[src/rtl/seg7_scan_driver.sv]
// Time-multiplexed hex driver for a common-anode 7-segment bank with frame-synchronous value commits.
// Optional leading-zero blanking is enabled with SEG7_LEADING_ZERO_BLANK_EN.
module seg7_scan_driver #(
    parameter int NUM_DIGITS  = 8,
    parameter int REFRESH_DIV = 100000
) (
    input  logic                    clk,
    input  logic                    reset,
    input  logic [4*NUM_DIGITS-1:0] value,
    input  logic [NUM_DIGITS-1:0]   dp_in,
    input  logic [NUM_DIGITS-1:0]   digit_en,
    input  logic                    load,
    output logic [NUM_DIGITS-1:0]   an,
    output logic [6:0]              seg,
    output logic                    dp,
    output logic                    frame_done
);

    localparam int PW = (REFRESH_DIV > 1) ? $clog2(REFRESH_DIV) : 1;
    localparam int IW = (NUM_DIGITS > 1) ? $clog2(NUM_DIGITS) : 1;

    logic [PW-1:0]           cnt;
    logic [IW-1:0]           idx;
    logic [4*NUM_DIGITS-1:0] stage_val;
    logic [NUM_DIGITS-1:0]   stage_dp;
    logic                    pending;
    logic [4*NUM_DIGITS-1:0] disp_val;
    logic [NUM_DIGITS-1:0]   disp_dp;

    logic                    tick;
    logic                    last_slot;
    logic                    boundary;
    logic [NUM_DIGITS-1:0]   blank;
    logic [NUM_DIGITS-1:0]   an_nx;
    logic [6:0]              seg_nx;
    logic                    dp_nx;

    function automatic logic [6:0] hex7(input logic [3:0] n);
        logic [6:0] s;
        unique case (n)
            4'h0: s = 7'b1000000;
            4'h1: s = 7'b1111001;
            4'h2: s = 7'b0100100;
            4'h3: s = 7'b0110000;
            4'h4: s = 7'b0011001;
            4'h5: s = 7'b0010010;
            4'h6: s = 7'b0000010;
            4'h7: s = 7'b1111000;
            4'h8: s = 7'b0000000;
            4'h9: s = 7'b0010000;
            4'hA: s = 7'b0001000;
            4'hB: s = 7'b0000011;
            4'hC: s = 7'b1000110;
            4'hD: s = 7'b0100001;
            4'hE: s = 7'b0000110;
            default: s = 7'b0001110;
        endcase
        return s;
    endfunction

    assign tick      = (cnt == PW'(REFRESH_DIV - 1));
    assign last_slot = (idx == IW'(NUM_DIGITS - 1));
    assign boundary  = tick && last_slot;

`ifdef SEG7_LEADING_ZERO_BLANK_EN
    logic zero_run;

    // Walk from the most significant digit down; a digit blanks while everything above it is a bare zero.
    always_comb begin
        blank    = '0;
        zero_run = 1'b1;
        for (int unsigned k = 0; k < NUM_DIGITS; k++) begin
            zero_run = zero_run && (disp_val[4*(NUM_DIGITS-1-k) +: 4] == 4'h0)
                                && !disp_dp[NUM_DIGITS-1-k];
            if (k != NUM_DIGITS - 1)
                blank[NUM_DIGITS-1-k] = zero_run;
        end
    end
`else
    assign blank = '0;
`endif

    always_comb begin
        an_nx  = '1;
        seg_nx = 7'h7F;
        dp_nx  = 1'b1;
        for (int unsigned i = 0; i < NUM_DIGITS; i++) begin
            if (idx == IW'(i) && digit_en[i] && !blank[i]) begin
                an_nx[i] = 1'b0;
                seg_nx   = hex7(disp_val[4*i +: 4]);
                dp_nx    = ~disp_dp[i];
            end
        end
    end

    always_ff @(posedge clk or posedge reset) begin
        if (reset) begin
            cnt        <= '0;
            idx        <= '0;
            stage_val  <= '0;
            stage_dp   <= '0;
            pending    <= 1'b0;
            disp_val   <= '0;
            disp_dp    <= '0;
            frame_done <= 1'b0;
            an         <= '1;
            seg        <= 7'h7F;
            dp         <= 1'b1;
        end else begin
            an         <= an_nx;
            seg        <= seg_nx;
            dp         <= dp_nx;
            frame_done <= boundary;

            cnt <= tick ? '0 : cnt + PW'(1);
            if (tick)
                idx <= last_slot ? '0 : idx + IW'(1);

            if (load) begin
                stage_val <= value;
                stage_dp  <= dp_in;
            end

            // A load landing on the boundary bypasses staging so the new value is not a frame late.
            if (boundary) begin
                pending <= 1'b0;
                if (load) begin
                    disp_val <= value;
                    disp_dp  <= dp_in;
                end else if (pending) begin
                    disp_val <= stage_val;
                    disp_dp  <= stage_dp;
                end
            end else if (load) begin
                pending <= 1'b1;
            end
        end
    end

endmodule

[config.mk]
export PLATFORM = sky130hd
export DESIGN_NAME = seg7_scan_driver
export DESIGN_NICKNAME = d
export VERILOG_FILES = /design/src/rtl/seg7_scan_driver.sv
export SDC_FILE = /design/constraint.sdc
export NUM_CORES = 1
export LEC_CHECK = 0
export CORE_MARGIN = 1
export CORE_UTILIZATION = 27
export CTS_BUF_LIST = sky130_fd_sc_hd__clkbuf_16
export DETAILED_ROUTE_END_ITERATION = 16
export PLACE_DENSITY_LB_ADDON = 0.25
export SYNTH_ARGS = -nofsm -noshare
export SYNTH_HDL_FRONTEND = slang
export SYNTH_SLANG_ARGS = --single-unit
export TNS_END_PERCENT = 100
[constraint.sdc]
create_clock -name clk -period 3.9 [get_ports clk]
set_input_delay 0.975 -clock clk [delete_from_list [all_inputs] [get_ports clk]]
set_output_delay 0.975 -clock clk [all_outputs]
set_load 0.005 [all_outputs]
==> results of run 1 <==
==> registers in the layout (all words and copies together) (netlist names) <==
signal,flops
an,8
seg,7
dp,1
stage_val,32
disp_val,32
frame_done,1
cnt,17
pending,1
stage_dp,8
idx,3
disp_dp,8
==> layer usage <==
metal	vias up	wire length (µm)	global-route usage, %
li1	2440	-	-
met3	12	607	3.07
met5	-	0	0
met4	0	127	3.99
met2	84	7790	19.4
met1	2377	8890	18.7
==> Yosys cell counts, types with 5 or more instances <==
cell	count
a31oi_1	7
and2_1	5
nor3_1	14
nand3b_1	5
nand3_1	21
inv_1	35
a211oi_1	9
a21oi_1	22
mux2i_1	22
o211ai_1	13
mux2_4	40
nand2_1	31
xor2_1	5
nor2b_1	13
o21ai_0	25
dfstp_2	16
mux4_2	7
buf_2	17
nor2_1	36
mux2_2	48
dfrtp_1	102
and3_1	10
clkbuf_1	14
ha_1	58
xnor2_1	9
==> area by class of cell <==
type	count	area share, %
multi-input combinational	458	44.5
sequential	118	33.5
timing repair buffer	73	8.28
clock buffer	17	4.79
tap	335	4.72
clock inverter	15	2.52
inverter	39	1.72
==> path summary, 6_finish.rpt <==
| check | from | to | slack, ns | cells past startpoint |
|---|---|---|---|---|
| worst min register to register | disp_dp[7]$_DFFE_PP0P_ | dp$_DFF_PP1_ | 0.46 | 1 |
| worst max register to register | cnt[0]$_DFF_PP0_ | disp_val[14]$_DFFE_PP0P_ | 1.33 | 6 |
| worst min-delay path | disp_dp[7]$_DFFE_PP0P_ | dp$_DFF_PP1_ | 0.46 | 1 |
| min in group asynchronous | reset | stage_dp[4]$_DFFE_PP0P_ | 1.04 | 2 |
| max in group asynchronous | reset | an[0]$_DFF_PP1_ | 2.13 | 3 |
| worst max-delay path | cnt[0]$_DFF_PP0_ | disp_val[14]$_DFFE_PP0P_ | 1.33 | 6 |
==> stage by stage <==
stage	cell area, µm²	hold slack [ns]	setup slack (ns)	cells
6_report	8890	0.457	1.33	1055
5_1_grt	8890	0.478	1.17	1055
4_1_cts	8890	0.470	1.28	1055
3_5_place_dp	8240	0.458	1.02	1023
3_3_place_gp	8240	0.456	0.898	1023
2_1_floorplan	7290	0.399	1.50	654
==> power groups by stage <==
stage	registers, mW	clock network (mW)	logic (mW)
after detailed placement	1.31	0	0.182
after global placement	1.30	0	0.181
final	1.28	1.76	0.175
after CTS	1.28	1.80	0.182
after floorplan	1.30	0	0.0867
after global routing	1.29	1.86	0.194
==> logic make-up (layout without fill, tap and decap cells) <==
| group | count (synthesis) | count (layout) |
|---|---|---|
| AOI/OAI and AO/OA | 114 | 114 |
| xor gates and xnor gates | 14 | 14 |
| buffers and inverters | 78 | 144 |
| DFF | 118 | 118 |
| and+or+nand+nor | 155 | 155 |
| adders and majority gates | 58 | 58 |
| muxes | 117 | 117 |
==> key figures, run 1 <==
Synthesis
  – Syn nets: around 760
  – Synth Area in Compound Gates: a little over a tenth
  – Post-synth top area share: 35.0%
  – Share of flip-flops with an asynchronous set or reset: 100%
  – Adder-Cell Fraction of Synth Area: between 9 and 10%
  – Synth Instances: 654
  – Syn Area/Cell: 11.1 µm²
  – Top cells by area, synth: dfrtp_1 35%, ha_1 10%, mux2_4 8.2%
  – Area leader, netlist: dfrtp_1
  – Multiplexer share of the synthesized area: about a fifth
  – Main combinational cell family by area after synthesis: multiplexers
  – Post-synthesis xor/xnor area fraction: approximately 1.7%
  – Post-Synth Simple-Gate Area: between 10% and 20%
  – #FFs+latches synth: roughly 120
  – Cell Area, Synth: 7280 µm²
  – Number of synthesized flops with an enable pin: 0
  – Seq/Total Area, Yosys: between 40% and 50%
  – Top FF cell, synth: dfrtp_1
  – Synth warnings: 0
  – Synth cell types: 67

Critical path
  – Crit path DAT: ~2.9 ns
  – Startpoint types: register
  – Max incr delay on CP: about 0.57 ns
  – Critical Path, Cell by Cell: ha_1 -> and4_1 -> and2_1 -> nand4_4 -> buf_4 -> mux2_4
  – Critical path peak fanout: 25
  – Worst EP required: ~4.2 ns
  – Slowest stage cell, crit path: nand4_4
  – Bufs and invs on worst path: 1
  – CP endpoint kind: register
  – Critical path class: reg -> reg
  – CP top delay family: simple AND/OR/NAND/NOR gates

Floorplanning
  – Core box area: about 26000 µm²
  – Die width: 166 µm
  – Rows: 59
  – Die Area: roughly 28000 µm²
  – Die Y: between 150 and 200 µm
  – Initial Util: ~28%
  – Top Ports: slightly below 70

Layout
  – Share of cells above drive strength 1: 22.4%
  – Nets: about 800
  – Reg area: 2970 µm²
  – P&R area growth vs syn: 22.0%
  – Area of the multi-input gates: about 4000 µm²
  – Fillers: about 2700
  – Final Core Density: ~34%
  – Most frequent cells in the layout: 102 x dfrtp_1, 66 x clkdlybuf4s50_1, 58 x ha_1
  – Commonest non-fill, non-tap cell in the layout: dfrtp_1
  – # diodes: 0

STA
  – Final hold vios: 0
  – Final worst path period share: roughly two thirds
  – Unrepaired setup endpoints after global routing: false
  – Max Slew Vio Count: 0
  – Final setup viols: 0
  – Rel. slew slack: around 49%
  – Tmin final: about 2.6 ns
  – Worst Max-Slew Pin Slew: roughly 0.76 ns
  – Max Clk Rate: ~400 MHz
  – Final Skew: roughly 0.015 ns
  – Setup TNS: 0 ns

Place
  – Dpl hpwl: between 10000 and 15000 µm
  – Global placement routability congestion: 0.824
  – # port buffers: 67

Clock network
  – Number of CTS-inserted buffers: 17
  – CTS Sinks: 118
  – Hold Buf Count CTS: 0
  – Worst-path clk slew: 0.06 ns
  – Clk_lat worst skew: 0.42 ns
  – CTS-repair resized insts: 0
  – Clock Tree Root: clkbuf_16
  – H-tree depth: 4
  – CTS max path bufs: 2
  – Post-CTS setup buffers: 0
  – CTS tree: yes

Global route
  – Total gr overflow: 0
  – Largest net degree at the start of global routing: between 40 and 50
  – GRT Overall Usage: 13.1%
  – First-pass GRT wire length: 27900 µm
  – Vias in the first global route: 4897
  – Initial antenna violation count: 0

Power and ir drop
  – Seq pwr share: roughly two fifths
  – Worst VDD drop: around 0.19 mV
  – P_int: ~2.5 mW
  – Sw power: just over 0.7 mW
  – Clock group share of total power: a little over half
  – LEAKAGE: around 3.8 nW
  – Combinational power share: ~5.4%
  – Switching Share: 22.0%
  – Pwr dens: between 300 and 400 nW/µm²
  – Total power: between 3 and 4 mW

Detailed routing
  – Detail Route Antenna Nets: 0
  – Vias per cell: about 4.7
  – First drt pass iteration count: 10
  – WL/cell: 16.5 µm
  – DRC viols: 2
  – DRT iter0 DRCs: between 300 and 400
  – Final WL: roughly 17000 µm
  – Total number of vias: roughly 5000

Status
  – Status: finished with violations
  – Failing checks: DRC

Run
  – Max Cap Violations: 0

Worst hold path
  – Worst Hold Class: reg -> reg
Power figures use the tool's default switching activity.
==> inputs of run 2 (changes only) <==
==> constraint.sdc (replaced) <==
create_clock -name clk -period 2.1 [get_ports clk]
set_input_delay 0.525 -clock clk [delete_from_list [all_inputs] [get_ports clk]]
set_output_delay 0.525 -clock clk [all_outputs]
set_load 0.005 [all_outputs]
==> run 2 against run 1 <==
- the flow still finishes with violations (DRC)
- worst hold slack got worse by 0.018 ns
- sequential power grew 87%
- sequential cell count unchanged
- combinational power increased by 85%
- non-clock buffer count rose by 42
- count of clock-buffer cells in the layout unchanged
- register-to-register slack worse by 1.2 ns
- total power rose by 72%
- clock power is 60% higher
- clock skew decreased by 0.0039 ns
- critical path type is now reg -> out
- critical endpoint is now seg[3]
- largest cell class unchanged
==> key figures, run 2 (synthesis results as in run 1) <==
STA
  – Setup TNS: 0 ns
  – WHS: roughly 0.44 ns
  – Final Skew: 0.0113 ns
  – Rel. slew slack: 62.7%
  – Final setup viols: 0
  – Final worst setup slack: 0.0638 ns
  – Final hold vios: 0
  – Tmin final: just over 2 ns
  – Final worst path period share: slightly below 100%
  – Max Clk Rate: about 500 MHz
  – Worst Max-Slew Pin Slew: ~0.56 ns
  – Unrepaired setup endpoints after global routing: false
  – Max Slew Vio Count: 0

Floorplanning
  – Top Ports: 68
  – Rows: between 50 and 60
  – Die width: approximately 170 µm
  – Die Y: about 170 µm
  – Initial Util: approximately 28%
  – Die Area: roughly 28000 µm²
  – Core box area: between 20000 and 30000 µm²

Clock network
  – Clock Tree Root: clkbuf_16
  – Post-CTS setup buffers: 0
  – H-tree depth: 4
  – CTS max path bufs: 2
  – CTS tree: yes
  – CTS Sinks: 118
  – CTS-repair resized insts: 0
  – Hold Buf Count CTS: 0
  – Number of CTS-inserted buffers: 17
  – Clk_lat worst skew: 0.43 ns
  – Worst-path clk slew: about 0.06 ns

Layout
  – Final Core Density: a little over a third
  – Final Cell Area: ~9100 µm²
  – Fillers: approximately 2600
  – Commonest non-fill, non-tap cell in the layout: dfrtp_1
  – Biggest regs: disp_val: 32 flops, stage_val: 32 flops, cnt: 17 flops
  – P&R area growth vs syn: 25.2%
  – Area of the multi-input gates: 3960 µm²
  – Nets: 858
  – Reg area: 2970 µm²
  – Share of cells above drive strength 1: between 20% and 30%
  – # diodes: 0
  – Most frequent cells in the layout: 101 x dfrtp_1, 66 x clkdlybuf4s50_1, 58 x ha_1

Critical path
  – Slowest stage cell, crit path: dfstp_2
  – R2R depth: 6
  – Critical Path, Cell by Cell: clkdlybuf4s50_1
  – Critical path launch point: seg[3]$_DFF_PP1_
  – Critical R2R Launch: cnt[0]$_DFF_PP0_
  – Bufs and invs on worst path: 1
  – Worst EP required: around 1.6 ns
  – Startpoint types: register
  – Worst reg2reg endpoint: disp_val[8]$_DFFE_PP0P_
  – Critical path class: reg -> out
  – R2r setup slk: roughly 0.11 ns
  – CP top delay family: flip-flops
  – Max incr delay on CP: ~0.57 ns
  – CP Capture Point: seg[3]
  – Crit path DAT: between 1.5 and 2 ns
  – CP endpoint kind: output pin
  – Critical path peak fanout: 1
  – Levels on crit path: 1

Status
  – Status: finished with violations
  – Failing checks: DRC

Global route
  – GRT Overall Usage: between 10% and 20%
  – Largest net degree at the start of global routing: 76
  – First-pass GRT wire length: ~28000 µm
  – Total gr overflow: 0
  – Initial antenna violation count: 0
  – Vias in the first global route: about 5000

Place
  – Placed instance area: between 8000 and 9000 µm²
  – Global placement routability congestion: about 0.84
  – Dpl hpwl: about 13000 µm
  – # port buffers: between 60 and 70
  – Pre-CTS WS: -0.122 ns

Detailed routing
  – First drt pass iteration count: 11
  – DRT iter0 DRCs: ~280
  – Total number of vias: slightly above 5000
  – Final WL: between 15000 and 20000 µm
  – Vias per cell: approximately 4.7
  – WL/cell: ~16 µm
  – Detail Route Antenna Nets: 0
  – DRC viols: 2

Run
  – Max Cap Violations: 0

Power and ir drop
  – Worst VDD drop: 0.418 mV
  – Pwr dens: 605 nW/µm²
  – LEAKAGE: between 3 and 4 nW

Worst hold path
  – Worst Hold Class: reg -> reg
run 2: cell types whose count changed in the layout (fill, tap and decap cells not counted), sizes merged:
cell and change:
buf +42, bufinv -5, clkinv +1, clkinvlp -2, inv +6
run 2: power breakdown:
group	switching, mW	internal, mW
clock	1.25	1.56
combinational	0.137	0.186
sequential	0.0228	2.36
run 2: how the worst min path moves through the flow:
stage	start	endpoint	cells after the start
after floorplan	disp_dp[7]$_DFFE_PP0P_	dp$_DFF_PP1_	1
after global placement	disp_dp[7]$_DFFE_PP0P_	dp$_DFF_PP1_	1
after detailed placement	disp_dp[7]$_DFFE_PP0P_	dp$_DFF_PP1_	1
after CTS	disp_dp[7]$_DFFE_PP0P_	dp$_DFF_PP1_	1
after global routing	disp_dp[7]$_DFFE_PP0P_	dp$_DFF_PP1_	1
final	disp_dp[7]$_DFFE_PP0P_	dp$_DFF_PP1_	1
run 2: worst register-to-register path: stages, from the launching register on:
cell	delay [ns]
dfrtp_1	0.41
ha_1	0.25
and4_1	0.22
and2_1	0.23
nand4_4	0.11
buf_4	0.31
mux2_4	0.35
run 2: layout make-up:
cell class | instances | share of cell area, %
Multi-Input combinational cell | 458 | 43.4
Sequential cell | 118 | 32.6
Timing Repair Buffer | 115 | 11.5
Clock buffer | 17 | 4.66
Tap cell | 335 | 4.60
Inverter | 39 | 1.70
Clock inverter | 15 | 1.51
run 2: per-layer routing:
| layer | wire length, µm | global-route usage, % |
|---|---|---|
| met5 | 0 | 0 |
| met4 | 374 | 5.15 |
| met3 | 741 | 3.31 |
| met2 | 7630 | 19.2 |
| met1 | 8510 | 18.5 |
run 2: stage by stage:
| stage | std cells | power, mW |
|---|---|---|
| after CTS | 1097 | 5.61 |
| after global routing | 1097 | 5.74 |
| after global placement | 1065 | 2.76 |
| after floorplan | 654 | 2.58 |
| after detailed placement | 1065 | 2.76 |
| final | 1097 | 5.52 |
==> inputs of run 3 (changes only) <==
--- a/config.mk
+++ b/config.mk
@@ -8,6 +8,7 @@
 export CORE_MARGIN = 1
 export CORE_UTILIZATION = 27
 export CTS_BUF_LIST = sky130_fd_sc_hd__clkbuf_16
+export CTS_CLUSTER_DIAMETER = 60
 export DETAILED_ROUTE_END_ITERATION = 16
 export PLACE_DENSITY_LB_ADDON = 0.25
 export SYNTH_ARGS = -nofsm -noshare
==> results of run 3 <==
Same layout as run 2: the final DEF is identical, and so are final timing and power.
